--- config.mk ---
export PLATFORM = sky130hd
export DESIGN_NAME = mem_port_arbiter_flat
export DESIGN_NICKNAME = d
export VERILOG_FILES = /design/src/rtl/mem_port_arbiter_if.sv /design/src/rtl/mem_port_arbiter.sv /design/src/flat_wrapper.sv
export SDC_FILE = /design/constraint.sdc
export NUM_CORES = 1
export LEC_CHECK = 0
export CAP_MARGIN = 20
export CORE_ASPECT_RATIO = 0.6
export CORE_MARGIN = 2
export CORE_UTILIZATION = 41
export CTS_CLUSTER_SIZE = 12
export DETAILED_ROUTE_END_ITERATION = 6
export PLACE_DENSITY = 0.85
export SYNTH_ARGS = -nofsm -noshare
export SYNTH_HDL_FRONTEND = slang
export SYNTH_SLANG_ARGS = --single-unit
export TNS_END_PERCENT = 10
--- constraint.sdc ---
create_clock -name clk -period 2.5 [get_ports clk]
set_clock_uncertainty 0.2 [all_clocks]
set_input_delay 0.375 -clock clk [delete_from_list [all_inputs] [get_ports clk]]
set_output_delay 0.375 -clock clk [all_outputs]
set_load 0.02 [all_outputs]
--- src/rtl/mem_port_arbiter_if.sv ---
// ----------------------------------------------------------------------------
// mem_port_arbiter_if
//   Groups the three request/response channels around the shared memory port
//   into one bundle.
//
//   Fetch channel : if_req_valid/if_req_ready/if_addr,
//                   if_rsp_valid/if_rsp_data/if_rsp_err
//   LSU channel   : lsu_req_valid/lsu_req_ready/lsu_we/lsu_be/lsu_addr/
//                   lsu_wdata, lsu_rsp_valid/lsu_rsp_rdata/lsu_rsp_err
//   Memory channel: mem_req_valid/mem_req_ready/mem_we/mem_be/mem_addr/
//                   mem_wdata, mem_rsp_valid/mem_rsp_rdata
//
//   Modports:
//     slave  - the arbiter's view (drives readies, responses, memory request)
//     master - the surrounding core/memory view (the opposite directions)
//
//   Handshake rule: a request transfers on a cycle where valid and ready are
//   both high. Valid may not depend on ready. Response *_rsp_valid signals are
//   single-cycle pulses with no back-pressure.
// ----------------------------------------------------------------------------
interface mem_port_arbiter_if;
    logic        if_req_valid;
    logic        if_req_ready;
    logic [31:0] if_addr;
    logic        if_rsp_valid;
    logic [31:0] if_rsp_data;
    logic        if_rsp_err;

    logic        lsu_req_valid;
    logic        lsu_req_ready;
    logic        lsu_we;
    logic [3:0]  lsu_be;
    logic [31:0] lsu_addr;
    logic [31:0] lsu_wdata;
    logic        lsu_rsp_valid;
    logic [31:0] lsu_rsp_rdata;
    logic        lsu_rsp_err;

    logic        mem_req_valid;
    logic        mem_req_ready;
    logic        mem_we;
    logic [3:0]  mem_be;
    logic [31:0] mem_addr;
    logic [31:0] mem_wdata;
    logic        mem_rsp_valid;
    logic [31:0] mem_rsp_rdata;

    modport slave (
        input  if_req_valid, if_addr,
        output if_req_ready, if_rsp_valid, if_rsp_data, if_rsp_err,
        input  lsu_req_valid, lsu_we, lsu_be, lsu_addr, lsu_wdata,
        output lsu_req_ready, lsu_rsp_valid, lsu_rsp_rdata, lsu_rsp_err,
        output mem_req_valid, mem_we, mem_be, mem_addr, mem_wdata,
        input  mem_req_ready, mem_rsp_valid, mem_rsp_rdata
    );

    modport master (
        output if_req_valid, if_addr,
        input  if_req_ready, if_rsp_valid, if_rsp_data, if_rsp_err,
        output lsu_req_valid, lsu_we, lsu_be, lsu_addr, lsu_wdata,
        input  lsu_req_ready, lsu_rsp_valid, lsu_rsp_rdata, lsu_rsp_err,
        input  mem_req_valid, mem_we, mem_be, mem_addr, mem_wdata,
        output mem_req_ready, mem_rsp_valid, mem_rsp_rdata
    );
endinterface

--- src/rtl/mem_port_arbiter.sv ---
// ----------------------------------------------------------------------------
// mem_port_arbiter
//   Shares one memory port between instruction fetch (read-only) and the
//   load/store unit. One transaction is outstanding at a time. The LSU has
//   fixed priority, but after STARVE_LIMIT consecutive LSU grants made while
//   fetch was waiting, fetch is granted.
//
//   Ports:
//     clk         - clock, rising edge
//     rst         - synchronous, active-high reset
//     bus         - mem_port_arbiter_if.slave (fetch, LSU and memory channels)
//     dbg_state_o - current FSM state (IDLE=0, ISSUE=1, WAIT_RSP=2, DRAIN=3)
//
//   Optional build macro ARB_RSP_TIMEOUT_EN: adds a response watchdog. After
//   TIMEOUT_CYCLES cycles in WAIT_RSP without a response the owner gets an
//   error response and the FSM sits in DRAIN until the late response arrives.
//   Without it, WAIT_RSP waits forever and the rsp_err outputs are 0.
// ----------------------------------------------------------------------------
module mem_port_arbiter #(
    parameter int unsigned STARVE_LIMIT   = 4,
    parameter int unsigned TIMEOUT_CYCLES = 64
) (
    input  logic                 clk,
    input  logic                 rst,
    mem_port_arbiter_if.slave    bus,
    output logic [1:0]           dbg_state_o
);
    localparam int unsigned SW = $clog2(STARVE_LIMIT + 1);

    typedef enum logic [1:0] {IDLE, ISSUE, WAIT_RSP, DRAIN} state_e;

    state_e        state_q, state_d;
    logic          owner_lsu_q, owner_lsu_d;
    logic          we_q, we_d;
    logic [3:0]    be_q, be_d;
    logic [31:0]   addr_q, addr_d;
    logic [31:0]   wdata_q, wdata_d;
    logic [SW-1:0] streak_q, streak_d;
    logic          if_rsp_valid_q, if_rsp_valid_d;
    logic [31:0]   if_rsp_data_q, if_rsp_data_d;
    logic          lsu_rsp_valid_q, lsu_rsp_valid_d;
    logic [31:0]   lsu_rsp_rdata_q, lsu_rsp_rdata_d;
    logic          if_ready, lsu_ready;
    logic          force_if, lsu_win;

`ifdef ARB_RSP_TIMEOUT_EN
    localparam int unsigned TW = $clog2(TIMEOUT_CYCLES + 1);
    logic [TW-1:0] tmo_q, tmo_d;
    logic          if_rsp_err_q, if_rsp_err_d;
    logic          lsu_rsp_err_q, lsu_rsp_err_d;
`endif

    // The low fetch address bits are dropped (word-aligned fetch); the
    // timeout parameter is only consumed when the watchdog is built in.
    logic unused_bits;
    assign unused_bits = ^bus.if_addr[1:0] ^ (TIMEOUT_CYCLES != 0);

    // Fetch is forced only when the LSU streak is exhausted and fetch waits.
    assign force_if = (streak_q == SW'(STARVE_LIMIT)) && bus.if_req_valid;
    assign lsu_win  = bus.lsu_req_valid && !force_if;

    always_comb begin
        state_d         = state_q;
        owner_lsu_d     = owner_lsu_q;
        we_d            = we_q;
        be_d            = be_q;
        addr_d          = addr_q;
        wdata_d         = wdata_q;
        streak_d        = streak_q;
        if_rsp_valid_d  = 1'b0;
        if_rsp_data_d   = if_rsp_data_q;
        lsu_rsp_valid_d = 1'b0;
        lsu_rsp_rdata_d = lsu_rsp_rdata_q;
        if_ready        = 1'b0;
        lsu_ready       = 1'b0;
`ifdef ARB_RSP_TIMEOUT_EN
        tmo_d           = tmo_q;
        if_rsp_err_d    = if_rsp_err_q;
        lsu_rsp_err_d   = lsu_rsp_err_q;
`endif
        case (state_q)
            IDLE: begin
                // Readies are gated by rst so nothing looks accepted in reset.
                if (!rst && lsu_win) begin
                    lsu_ready   = 1'b1;
                    owner_lsu_d = 1'b1;
                    we_d        = bus.lsu_we;
                    be_d        = bus.lsu_be;
                    addr_d      = bus.lsu_addr;
                    wdata_d     = bus.lsu_wdata;
                    streak_d    = bus.if_req_valid ? streak_q + SW'(1) : '0;
                    state_d     = ISSUE;
                end else if (!rst && bus.if_req_valid) begin
                    if_ready    = 1'b1;
                    owner_lsu_d = 1'b0;
                    we_d        = 1'b0;
                    be_d        = 4'hF;
                    addr_d      = {bus.if_addr[31:2], 2'b00};
                    wdata_d     = '0;
                    streak_d    = '0;
                    state_d     = ISSUE;
                end
            end
            ISSUE: begin
                if (bus.mem_req_ready) begin
                    state_d = WAIT_RSP;
`ifdef ARB_RSP_TIMEOUT_EN
                    tmo_d   = '0;
`endif
                end
            end
            WAIT_RSP: begin
                if (bus.mem_rsp_valid) begin
                    if (owner_lsu_q) begin
                        lsu_rsp_valid_d = 1'b1;
                        lsu_rsp_rdata_d = bus.mem_rsp_rdata;
                    end else begin
                        if_rsp_valid_d  = 1'b1;
                        if_rsp_data_d   = bus.mem_rsp_rdata;
                    end
`ifdef ARB_RSP_TIMEOUT_EN
                    if (owner_lsu_q) lsu_rsp_err_d = 1'b0;
                    else             if_rsp_err_d  = 1'b0;
                    tmo_d = '0;
`endif
                    state_d = IDLE;
                end
`ifdef ARB_RSP_TIMEOUT_EN
                else if (tmo_q == TW'(TIMEOUT_CYCLES - 1)) begin
                    // This is the last allowed WAIT_RSP cycle: report an error.
                    if (owner_lsu_q) begin
                        lsu_rsp_valid_d = 1'b1;
                        lsu_rsp_rdata_d = '0;
                        lsu_rsp_err_d   = 1'b1;
                    end else begin
                        if_rsp_valid_d  = 1'b1;
                        if_rsp_data_d   = '0;
                        if_rsp_err_d    = 1'b1;
                    end
                    state_d = DRAIN;
                end else begin
                    tmo_d = tmo_q + TW'(1);
                end
`endif
            end
`ifdef ARB_RSP_TIMEOUT_EN
            DRAIN: begin
                // The late response belongs to the abandoned request: drop it.
                if (bus.mem_rsp_valid) state_d = IDLE;
            end
`endif
            default: state_d = IDLE;
        endcase
    end

    always_ff @(posedge clk) begin
        if (rst) begin
            state_q         <= IDLE;
            owner_lsu_q     <= 1'b0;
            we_q            <= 1'b0;
            be_q            <= '0;
            addr_q          <= '0;
            wdata_q         <= '0;
            streak_q        <= '0;
            if_rsp_valid_q  <= 1'b0;
            if_rsp_data_q   <= '0;
            lsu_rsp_valid_q <= 1'b0;
            lsu_rsp_rdata_q <= '0;
        end else begin
            state_q         <= state_d;
            owner_lsu_q     <= owner_lsu_d;
            we_q            <= we_d;
            be_q            <= be_d;
            addr_q          <= addr_d;
            wdata_q         <= wdata_d;
            streak_q        <= streak_d;
            if_rsp_valid_q  <= if_rsp_valid_d;
            if_rsp_data_q   <= if_rsp_data_d;
            lsu_rsp_valid_q <= lsu_rsp_valid_d;
            lsu_rsp_rdata_q <= lsu_rsp_rdata_d;
        end
    end

`ifdef ARB_RSP_TIMEOUT_EN
    always_ff @(posedge clk) begin
        if (rst) begin
            tmo_q         <= '0;
            if_rsp_err_q  <= 1'b0;
            lsu_rsp_err_q <= 1'b0;
        end else begin
            tmo_q         <= tmo_d;
            if_rsp_err_q  <= if_rsp_err_d;
            lsu_rsp_err_q <= lsu_rsp_err_d;
        end
    end
    assign bus.if_rsp_err  = if_rsp_err_q;
    assign bus.lsu_rsp_err = lsu_rsp_err_q;
`else
    assign bus.if_rsp_err  = 1'b0;
    assign bus.lsu_rsp_err = 1'b0;
`endif

    assign bus.if_req_ready  = if_ready;
    assign bus.lsu_req_ready = lsu_ready;
    assign bus.mem_req_valid = (state_q == ISSUE);
    assign bus.mem_we        = we_q;
    assign bus.mem_be        = be_q;
    assign bus.mem_addr      = addr_q;
    assign bus.mem_wdata     = wdata_q;
    assign bus.if_rsp_valid  = if_rsp_valid_q;
    assign bus.if_rsp_data   = if_rsp_data_q;
    assign bus.lsu_rsp_valid = lsu_rsp_valid_q;
    assign bus.lsu_rsp_rdata = lsu_rsp_rdata_q;
    assign dbg_state_o       = state_q;
endmodule

--- src/flat_wrapper.sv ---
// flat-port wrapper written by rule: the top's interface ports become plain ports
module mem_port_arbiter_flat 
#(
    parameter int unsigned STARVE_LIMIT   = 4,
    parameter int unsigned TIMEOUT_CYCLES = 64
)
  (clk, rst, dbg_state_o, bus_if_req_valid, bus_if_addr, bus_if_req_ready, bus_if_rsp_valid, bus_if_rsp_data, bus_if_rsp_err, bus_lsu_req_valid, bus_lsu_we, bus_lsu_be, bus_lsu_addr, bus_lsu_wdata, bus_lsu_req_ready, bus_lsu_rsp_valid, bus_lsu_rsp_rdata, bus_lsu_rsp_err, bus_mem_req_valid, bus_mem_we, bus_mem_be, bus_mem_addr, bus_mem_wdata, bus_mem_req_ready, bus_mem_rsp_valid, bus_mem_rsp_rdata);
  mem_port_arbiter_if bus_i ();
  input  logic clk;
  input  logic rst;
  output logic [1:0] dbg_state_o;
  input wire logic [$bits(bus_i.if_req_valid)-1:0] bus_if_req_valid;
  input wire logic [$bits(bus_i.if_addr)-1:0] bus_if_addr;
  output wire logic [$bits(bus_i.if_req_ready)-1:0] bus_if_req_ready;
  output wire logic [$bits(bus_i.if_rsp_valid)-1:0] bus_if_rsp_valid;
  output wire logic [$bits(bus_i.if_rsp_data)-1:0] bus_if_rsp_data;
  output wire logic [$bits(bus_i.if_rsp_err)-1:0] bus_if_rsp_err;
  input wire logic [$bits(bus_i.lsu_req_valid)-1:0] bus_lsu_req_valid;
  input wire logic [$bits(bus_i.lsu_we)-1:0] bus_lsu_we;
  input wire logic [$bits(bus_i.lsu_be)-1:0] bus_lsu_be;
  input wire logic [$bits(bus_i.lsu_addr)-1:0] bus_lsu_addr;
  input wire logic [$bits(bus_i.lsu_wdata)-1:0] bus_lsu_wdata;
  output wire logic [$bits(bus_i.lsu_req_ready)-1:0] bus_lsu_req_ready;
  output wire logic [$bits(bus_i.lsu_rsp_valid)-1:0] bus_lsu_rsp_valid;
  output wire logic [$bits(bus_i.lsu_rsp_rdata)-1:0] bus_lsu_rsp_rdata;
  output wire logic [$bits(bus_i.lsu_rsp_err)-1:0] bus_lsu_rsp_err;
  output wire logic [$bits(bus_i.mem_req_valid)-1:0] bus_mem_req_valid;
  output wire logic [$bits(bus_i.mem_we)-1:0] bus_mem_we;
  output wire logic [$bits(bus_i.mem_be)-1:0] bus_mem_be;
  output wire logic [$bits(bus_i.mem_addr)-1:0] bus_mem_addr;
  output wire logic [$bits(bus_i.mem_wdata)-1:0] bus_mem_wdata;
  input wire logic [$bits(bus_i.mem_req_ready)-1:0] bus_mem_req_ready;
  input wire logic [$bits(bus_i.mem_rsp_valid)-1:0] bus_mem_rsp_valid;
  input wire logic [$bits(bus_i.mem_rsp_rdata)-1:0] bus_mem_rsp_rdata;
  assign bus_i.if_req_valid = bus_if_req_valid;
  assign bus_i.if_addr = bus_if_addr;
  assign bus_if_req_ready = bus_i.if_req_ready;
  assign bus_if_rsp_valid = bus_i.if_rsp_valid;
  assign bus_if_rsp_data = bus_i.if_rsp_data;
  assign bus_if_rsp_err = bus_i.if_rsp_err;
  assign bus_i.lsu_req_valid = bus_lsu_req_valid;
  assign bus_i.lsu_we = bus_lsu_we;
  assign bus_i.lsu_be = bus_lsu_be;
  assign bus_i.lsu_addr = bus_lsu_addr;
  assign bus_i.lsu_wdata = bus_lsu_wdata;
  assign bus_lsu_req_ready = bus_i.lsu_req_ready;
  assign bus_lsu_rsp_valid = bus_i.lsu_rsp_valid;
  assign bus_lsu_rsp_rdata = bus_i.lsu_rsp_rdata;
  assign bus_lsu_rsp_err = bus_i.lsu_rsp_err;
  assign bus_mem_req_valid = bus_i.mem_req_valid;
  assign bus_mem_we = bus_i.mem_we;
  assign bus_mem_be = bus_i.mem_be;
  assign bus_mem_addr = bus_i.mem_addr;
  assign bus_mem_wdata = bus_i.mem_wdata;
  assign bus_i.mem_req_ready = bus_mem_req_ready;
  assign bus_i.mem_rsp_valid = bus_mem_rsp_valid;
  assign bus_i.mem_rsp_rdata = bus_mem_rsp_rdata;
  mem_port_arbiter #(.STARVE_LIMIT(STARVE_LIMIT), .TIMEOUT_CYCLES(TIMEOUT_CYCLES)) u_core (.clk(clk), .rst(rst), .bus(bus_i), .dbg_state_o(dbg_state_o));
endmodule
==> reports/metrics.csv, run 1 <==
metric;value;unit
die area;0.0132;mm²
Die Wd;147;µm
WS Path Type;reg -> out;
total CTS buffers;17;
CP cell instances;or2_1 -> nor2_1 -> and3_1 -> dlygate4sd2_1;
Req. time, crit path;1.92;ns
Reg2Reg Setup Slack;0.51;ns
fill cell count;891;
FF-to-FF path depth;7;
r2r endpoint;u_core.bus.mem_addr[8];
Slew headroom;0.566;
gpl congestion;0.850;
initial antenna violation count;0;
placed wire-length estimate;11800;µm
H-tree levels;4;
final worst slack;0.178;ns
Final setup viols;0;
hold wc startpoint;u_core.bus.lsu_rsp_rdata[4];
worst hold path type;reg -> reg;
Routed wire per std cell;16.5;µm
status;completed;
area delta synth->final;69.1;%
YS warnings;0;
biggest cell delay along the critical path;0.39;ns
CP max-delay cell;dfxtp_1;
syn_area_per_cell;9.55;µm²
Detailed Routing Iterations Pass 1;5;
max cap viols;0;
largest net degree at the start of global routing;67;
DP Worst Slack;-0.0167;ns
distinct cell type count after synthesis;32;
CTS tree;yes;
power per cell area;699;mW/mm²
f_max;0.431;GHz
hold path depth;2;
root buf cell;clkbuf_16;
flip-flop and latch count after synthesis;141;
first-pass GRT wire length;24900;µm
all-layer global routing usage;0.236;
routed vias;4824;
most common cell after layout, fill and taps aside;clkdlybuf4s50_1;
Sink Count;141;
RR Startpoint;u_core.streak_q[0];
WHS Endpoint;u_core.bus.lsu_rsp_rdata[4];
CP Data Arrival Time;1.75;ns
Final nets;934;
worst slew pin tran;0.650;ns
Post-Synthesis Cells;528;
sequential area share after synthesis;0.560;
input/output buffers;276;
crit path launch type;register;
Initial DRC Count;272;
placed insts;939;
Setup crit end kind;output pin;
DRC;0;
most frequent cells in the layout;clkdlybuf4s50_1 (273), dfxtp_1 (141), nand2_1 (130);
Rows;31;
Mapped Area;0.00504;mm²
Final Max Tran Viols;0;
Worst-path clk slew;0.06;ns
die height;89.9;µm
Ant. Diodes;0;
vias in the first global route;4750;
minimum clock period;2.32;ns
Critical Path Fanout Max;8;
RSZ-0062 raised after global routing;false;
Final period util;0.929;
DRT antenna net count;0;
core area;0.0120;mm²
final count of hold timing violations;0;
leakage;3.19;nW
final WL;16000;µm
Max VDD drop;0.417;mV
total gr overflow;0;
Initial Util;0.419;
clock latency on the worst-skew pair;0.40;ns
final non-filler cell total;971;
Longest Clk Path Bufs;2;
vias per inst;4.97;
share of layout cells above drive strength 1;0.0633;
Ports;281;
==> where the power goes <==
group          total, mW  leakage [nW]  internal (mW)  switching, mW
clock network       2.67         0.308           1.71          0.967
logic              0.865          1.74          0.467          0.398
registers           2.42          1.15           2.35         0.0652
total               5.96          3.19           4.53           1.43
==> logic make-up (layout without fill, tap and decap cells) <==
| family | count (synthesis) | count (layout) | share of synthesized area |
|---|---|---|---|
| multiplexers | 30 | 30 | 0.0596 |
| buffers and inverters | 46 | 323 | 0.0479 |
| flip-flops | 141 | 141 | 0.560 |
| adder cells (fa/ha/maj) | 2 | 2 | 0.00496 |
| AO/OA/AOI/OAI | 138 | 138 | 0.189 |
| other | 1 | 2 | 0.000744 |
| AND/OR/NAND/NOR | 170 | 170 | 0.138 |
==> how the worst max path moves through the flow <==
stage | startpoint | endpoint | slack [ns] | cells past startpoint
final | u_core.dbg_state_o[1] | bus_if_req_ready | 0.18 | 4
after detailed placement | bus_lsu_req_valid | bus_lsu_req_ready | -0.02 | 4
after floorplan | u_core.streak_q[0] | bus_if_req_ready | 0.60 | 6
after global placement | bus_lsu_req_valid | bus_lsu_req_ready | -0.04 | 4
after global routing | u_core.dbg_state_o[1] | bus_if_req_ready | 0.07 | 4
after CTS | u_core.dbg_state_o[1] | bus_if_req_ready | 0.15 | 4
==> what timing repair did <==
item                                    4_1_cts  5_1_grt
buffers inserted                              0        0
endpoints found under the setup margin        2        0
hold buffers                                  0        0
gates resized for setup                       2        0
==> state kept, by name, indices dropped and copies added (netlist names) <==
name	cells
u_core.bus.lsu_rsp_valid	1
u_core.owner_lsu_q	1
u_core.dbg_state_o	2
u_core.bus.mem_be	4
u_core.bus.lsu_rsp_rdata	32
u_core.bus.mem_addr	32
u_core.streak_q	3
u_core.bus.if_rsp_valid	1
u_core.bus.if_rsp_data	32
u_core.bus.mem_wdata	32
u_core.bus.mem_we	1
==> worst max-delay path: cells and delay by family (launching register included) <==
family | cells | cell delay (ns)
buf+inv | 1 | 0.35
flops | 1 | 0.39
simple gates | 3 | 0.60
==> synth_stat cells <==
master / count / share of area
ha_1: 2 / 0.0050
or2_2: 1 / 0.0012
nor2_2: 1 / 0.0012
nand2_1: 130 / 0.097
o31ai_1: 1 / 0.0015
buf_6: 2 / 0.0045
nor3b_1: 2 / 0.0030
a21oi_1: 67 / 0.067
and3_1: 2 / 0.0025
dfxtp_1: 141 / 0.56
a22o_1: 35 / 0.061
a32o_1: 1 / 0.0020
nor2_1: 15 / 0.011
nand3b_1: 1 / 0.0015
nand3_1: 2 / 0.0020
o2bb2ai_1: 30 / 0.052
clkbuf_1: 10 / 0.0074
o21a_1: 1 / 0.0015
conb_1: 1 / 0.00074
mux2i_1: 30 / 0.060
o211ai_1: 1 / 0.0015
buf_4: 6 / 0.0089
a2111oi_0: 1 / 0.0017
nand2b_1: 2 / 0.0025
nor2b_1: 2 / 0.0025
nand2_2: 1 / 0.0012
o21ai_0: 1 / 0.00099
buf_2: 25 / 0.025
inv_1: 3 / 0.0022
nor2_4: 1 / 0.0022
nor3_1: 9 / 0.0089
or2_1: 1 / 0.0012
==> stage by stage <==
stage	hold WS, ns	setup TNS, ns	power (mW)	instance area, µm²	util
2_1_floorplan	0.265	0	2.82	5040	-
3_3_place_gp	0.241	-0.0392	3.31	7890	0.657
3_5_place_dp	0.246	-0.0167	3.33	7890	0.657
4_1_cts	0.255	0	6.00	8520	0.709
5_1_grt	0.272	0	6.17	8520	0.709
6_report	0.253	0	5.96	8520	0.709
==> routing by layer <==
layer,routed length [µm],global-route usage
met1,7180,0.305
met3,983,0.0645
met5,0,0
met4,286,0.0689
met2,7580,0.387
==> cell type report <==
| cell class | count | area, µm² | share of cell area |
|---|---|---|---|
| repair buffers | 288 | 2860 | 0.335 |
| flip-flops and latches | 141 | 2820 | 0.331 |
| multi-input cells | 342 | 1990 | 0.234 |
| clock buffers | 19 | 443 | 0.0520 |
| well taps | 165 | 206 | 0.0242 |
| clock inverters | 13 | 186 | 0.0219 |
| inverters | 3 | 11.3 | 0.00132 |
(Power assumes the default switching activity.)
==> run 2, diff against run 1 <==
- GPL_TIMING_DRIVEN: not set -> 1
==> results of run 2 <==
Final layout, timing and power as in run 1 (identical DEF).
==> run 3, diff against run 2 <==
- CORE_MARGIN: 2 -> 4
==> run 3 against run 2 <==
  * Sequential power barely moved
  * Die area up 7.3%
  * Critical path depth up 1
  * First-iteration DRC count up 5.5%
  * Critical endpoint is now bus_lsu_req_ready
==> reports/metrics.csv, run 3 (same netlist as run 1, synthesis figures left out) <==
metric;value;unit;change
cell family with most CP delay;buffers and inverters;;
Initial DRC Count;287;;+5.5%
total gr overflow;0;;unchanged
post_cts resized;2;;unchanged
Detailed Routing Iterations Pass 1;5;;unchanged
placed wire-length estimate;12400;µm;+5.8%
Routed wire per std cell;17.5;µm;+6.1%
Reg2Reg Setup Slack;0.50;ns;about the same
Slew headroom;0.557;;-0.00935
Setup crit end kind;output pin;;
crit path launch type;register;;
core area;0.0120;mm²;unchanged
RSZ-0062 raised after global routing;false;;
initial antenna violation count;0;;unchanged
worst slew pin tran;0.664;ns;+0.0140 ns
largest net degree at the start of global routing;67;;unchanged
vias per inst;5.06;;+1.9%
Post-CTS Setup Bufs;0;;unchanged
die area;0.0142;mm²;+7.3%
all-layer global routing usage;0.236;;about the same
vias in the first global route;4968;;+4.6%
CP cell instances;inv_1 -> ha_1 -> nand3_1 -> and3_1 -> dlygate4sd2_1;;
cts hold-fix bufs;0;;unchanged
area delta synth->final;68.8;%;
setup tns final;0;ns;unchanged
Initial Util;0.419;;unchanged
Longest Clk Path Bufs;2;;unchanged
root buf cell;clkbuf_16;;
H-tree levels;4;;unchanged
final WL;17000;µm;+6.1%
Rows;31;;unchanged
routed vias;4915;;+1.9%
Final nets;935;;+0.11%
WP buf/inv;2;;+1
worst hold path type;reg -> reg;;
Req. time, crit path;1.92;ns;about the same
CP max-delay cell;dlygate4sd2_1;;
final count of hold timing violations;0;;unchanged
gpl congestion;0.830;;-2.4%
Final period util;0.942;;+0.0129
first-pass GRT wire length;26300;µm;+5.5%
Final Total Pwr;5.87;mW;-1.5%
f_max;0.425;GHz;-1.4%
minimum clock period;2.35;ns;+0.0323 ns
Ant. Diodes;0;;unchanged
most common cell after layout, fill and taps aside;clkdlybuf4s50_1;;
die height;93.9;µm;+4.5%
most frequent cells in the layout;clkdlybuf4s50_1 (273), dfxtp_1 (141), nand2_1 (130);;
Worst-path clk slew;0.06;ns;about the same
status;completed;;
total CTS buffers;17;;unchanged
biggest cell delay along the critical path;0.37;ns;-0.02 ns
Final Max Tran Viols;0;;unchanged
Die Wd;151;µm;+2.7%
CP Data Arrival Time;1.78;ns;+0.03 ns
Sink Count;141;;unchanged
Ports;281;;unchanged
WS Path Type;reg -> out;;
CTS tree;yes;;
Critical Path Fanout Max;3;;-5
DRC;0;;unchanged
Max VDD drop;0.426;mV;+2.0%
share of layout cells above drive strength 1;0.0633;;unchanged
leakage;3.17;nW;-0.65%
clock latency on the worst-skew pair;0.40;ns;about the same
power per cell area;690;mW/mm²;-1.3%
DRT antenna net count;0;;unchanged
max cap viols;0;;unchanged
Final setup viols;0;;unchanged
input/output buffers;276;;unchanged
run 3: cell types whose count changed in the layout (fill, tap and decap cells not counted), sizes merged:
cell      previous run  this run
inv                  6         5
clkinv               5         3
bufinv               4         3
clkinvlp             1         4
buf                 13        14
run 3: final cells by class:
type                            count  area, µm²
Timing Repair Buffer              289       2870
Tap cell                          165        206
Fill cell                         882       3520
Sequential cell                   141       2820
Multi-Input combinational cell    342       1990
Inverter                            3       11.3
Clock buffer                       19        443
Clock inverter                     12        164
run 3: worst reg2reg max path, delay by kind of cell, from the launching register on:
family / cells / cell delay, ns
buffers and inverters: 2 / 0.57
DFF: 1 / 0.32
muxes: 1 / 0.30
and+or+nand+nor: 2 / 0.21
adders and majority gates: 1 / 0.19
AOI/OAI and AO/OA: 1 / 0.09
run 3: power by group:
part           switching (mW)  internal, mW  leakage, nW
Clock                   0.971          1.60        0.282
Combinational           0.407         0.469         1.74
Sequential             0.0628          2.35         1.15
Total                    1.44          4.42         3.17
run 3: worst paths after layout:
path,cells after the start,startpoint,to
hold reg to reg,2,u_core.bus.lsu_rsp_rdata[7],u_core.bus.lsu_rsp_rdata[7]
setup / recovery,5,u_core.streak_q[0],bus_lsu_req_ready
setup reg to reg,7,u_core.streak_q[0],u_core.bus.mem_addr[11]
hold / removal,2,u_core.bus.lsu_rsp_rdata[7],u_core.bus.lsu_rsp_rdata[7]
run 3: metrics by stage:
step | hold slack [ns] | cells | worst slack [ns] | cell area [µm²] | util
2_1_floorplan | 0.265 | 529 | 0.604 | 5040 | -
3_3_place_gp | 0.242 | 940 | -0.0512 | 7900 | 0.657
3_5_place_dp | 0.245 | 940 | -0.0401 | 7900 | 0.657
4_1_cts | 0.253 | 971 | 0.131 | 8510 | 0.707
5_1_grt | 0.275 | 971 | 0.0498 | 8510 | 0.707
6_report | 0.252 | 971 | 0.146 | 8510 | 0.707
run 3: per-layer routing:
| layer | vias to the layer above | share of wire | track usage |
|---|---|---|---|
| met3 | 18 | 0.081 | 0.0800 |
| li1 | 2350 | - | - |
| met1 | 2354 | 0.40 | 0.285 |
| met4 | 0 | 0.013 | 0.0671 |
| met2 | 193 | 0.50 | 0.401 |
| met5 | - | 0 | 0 |
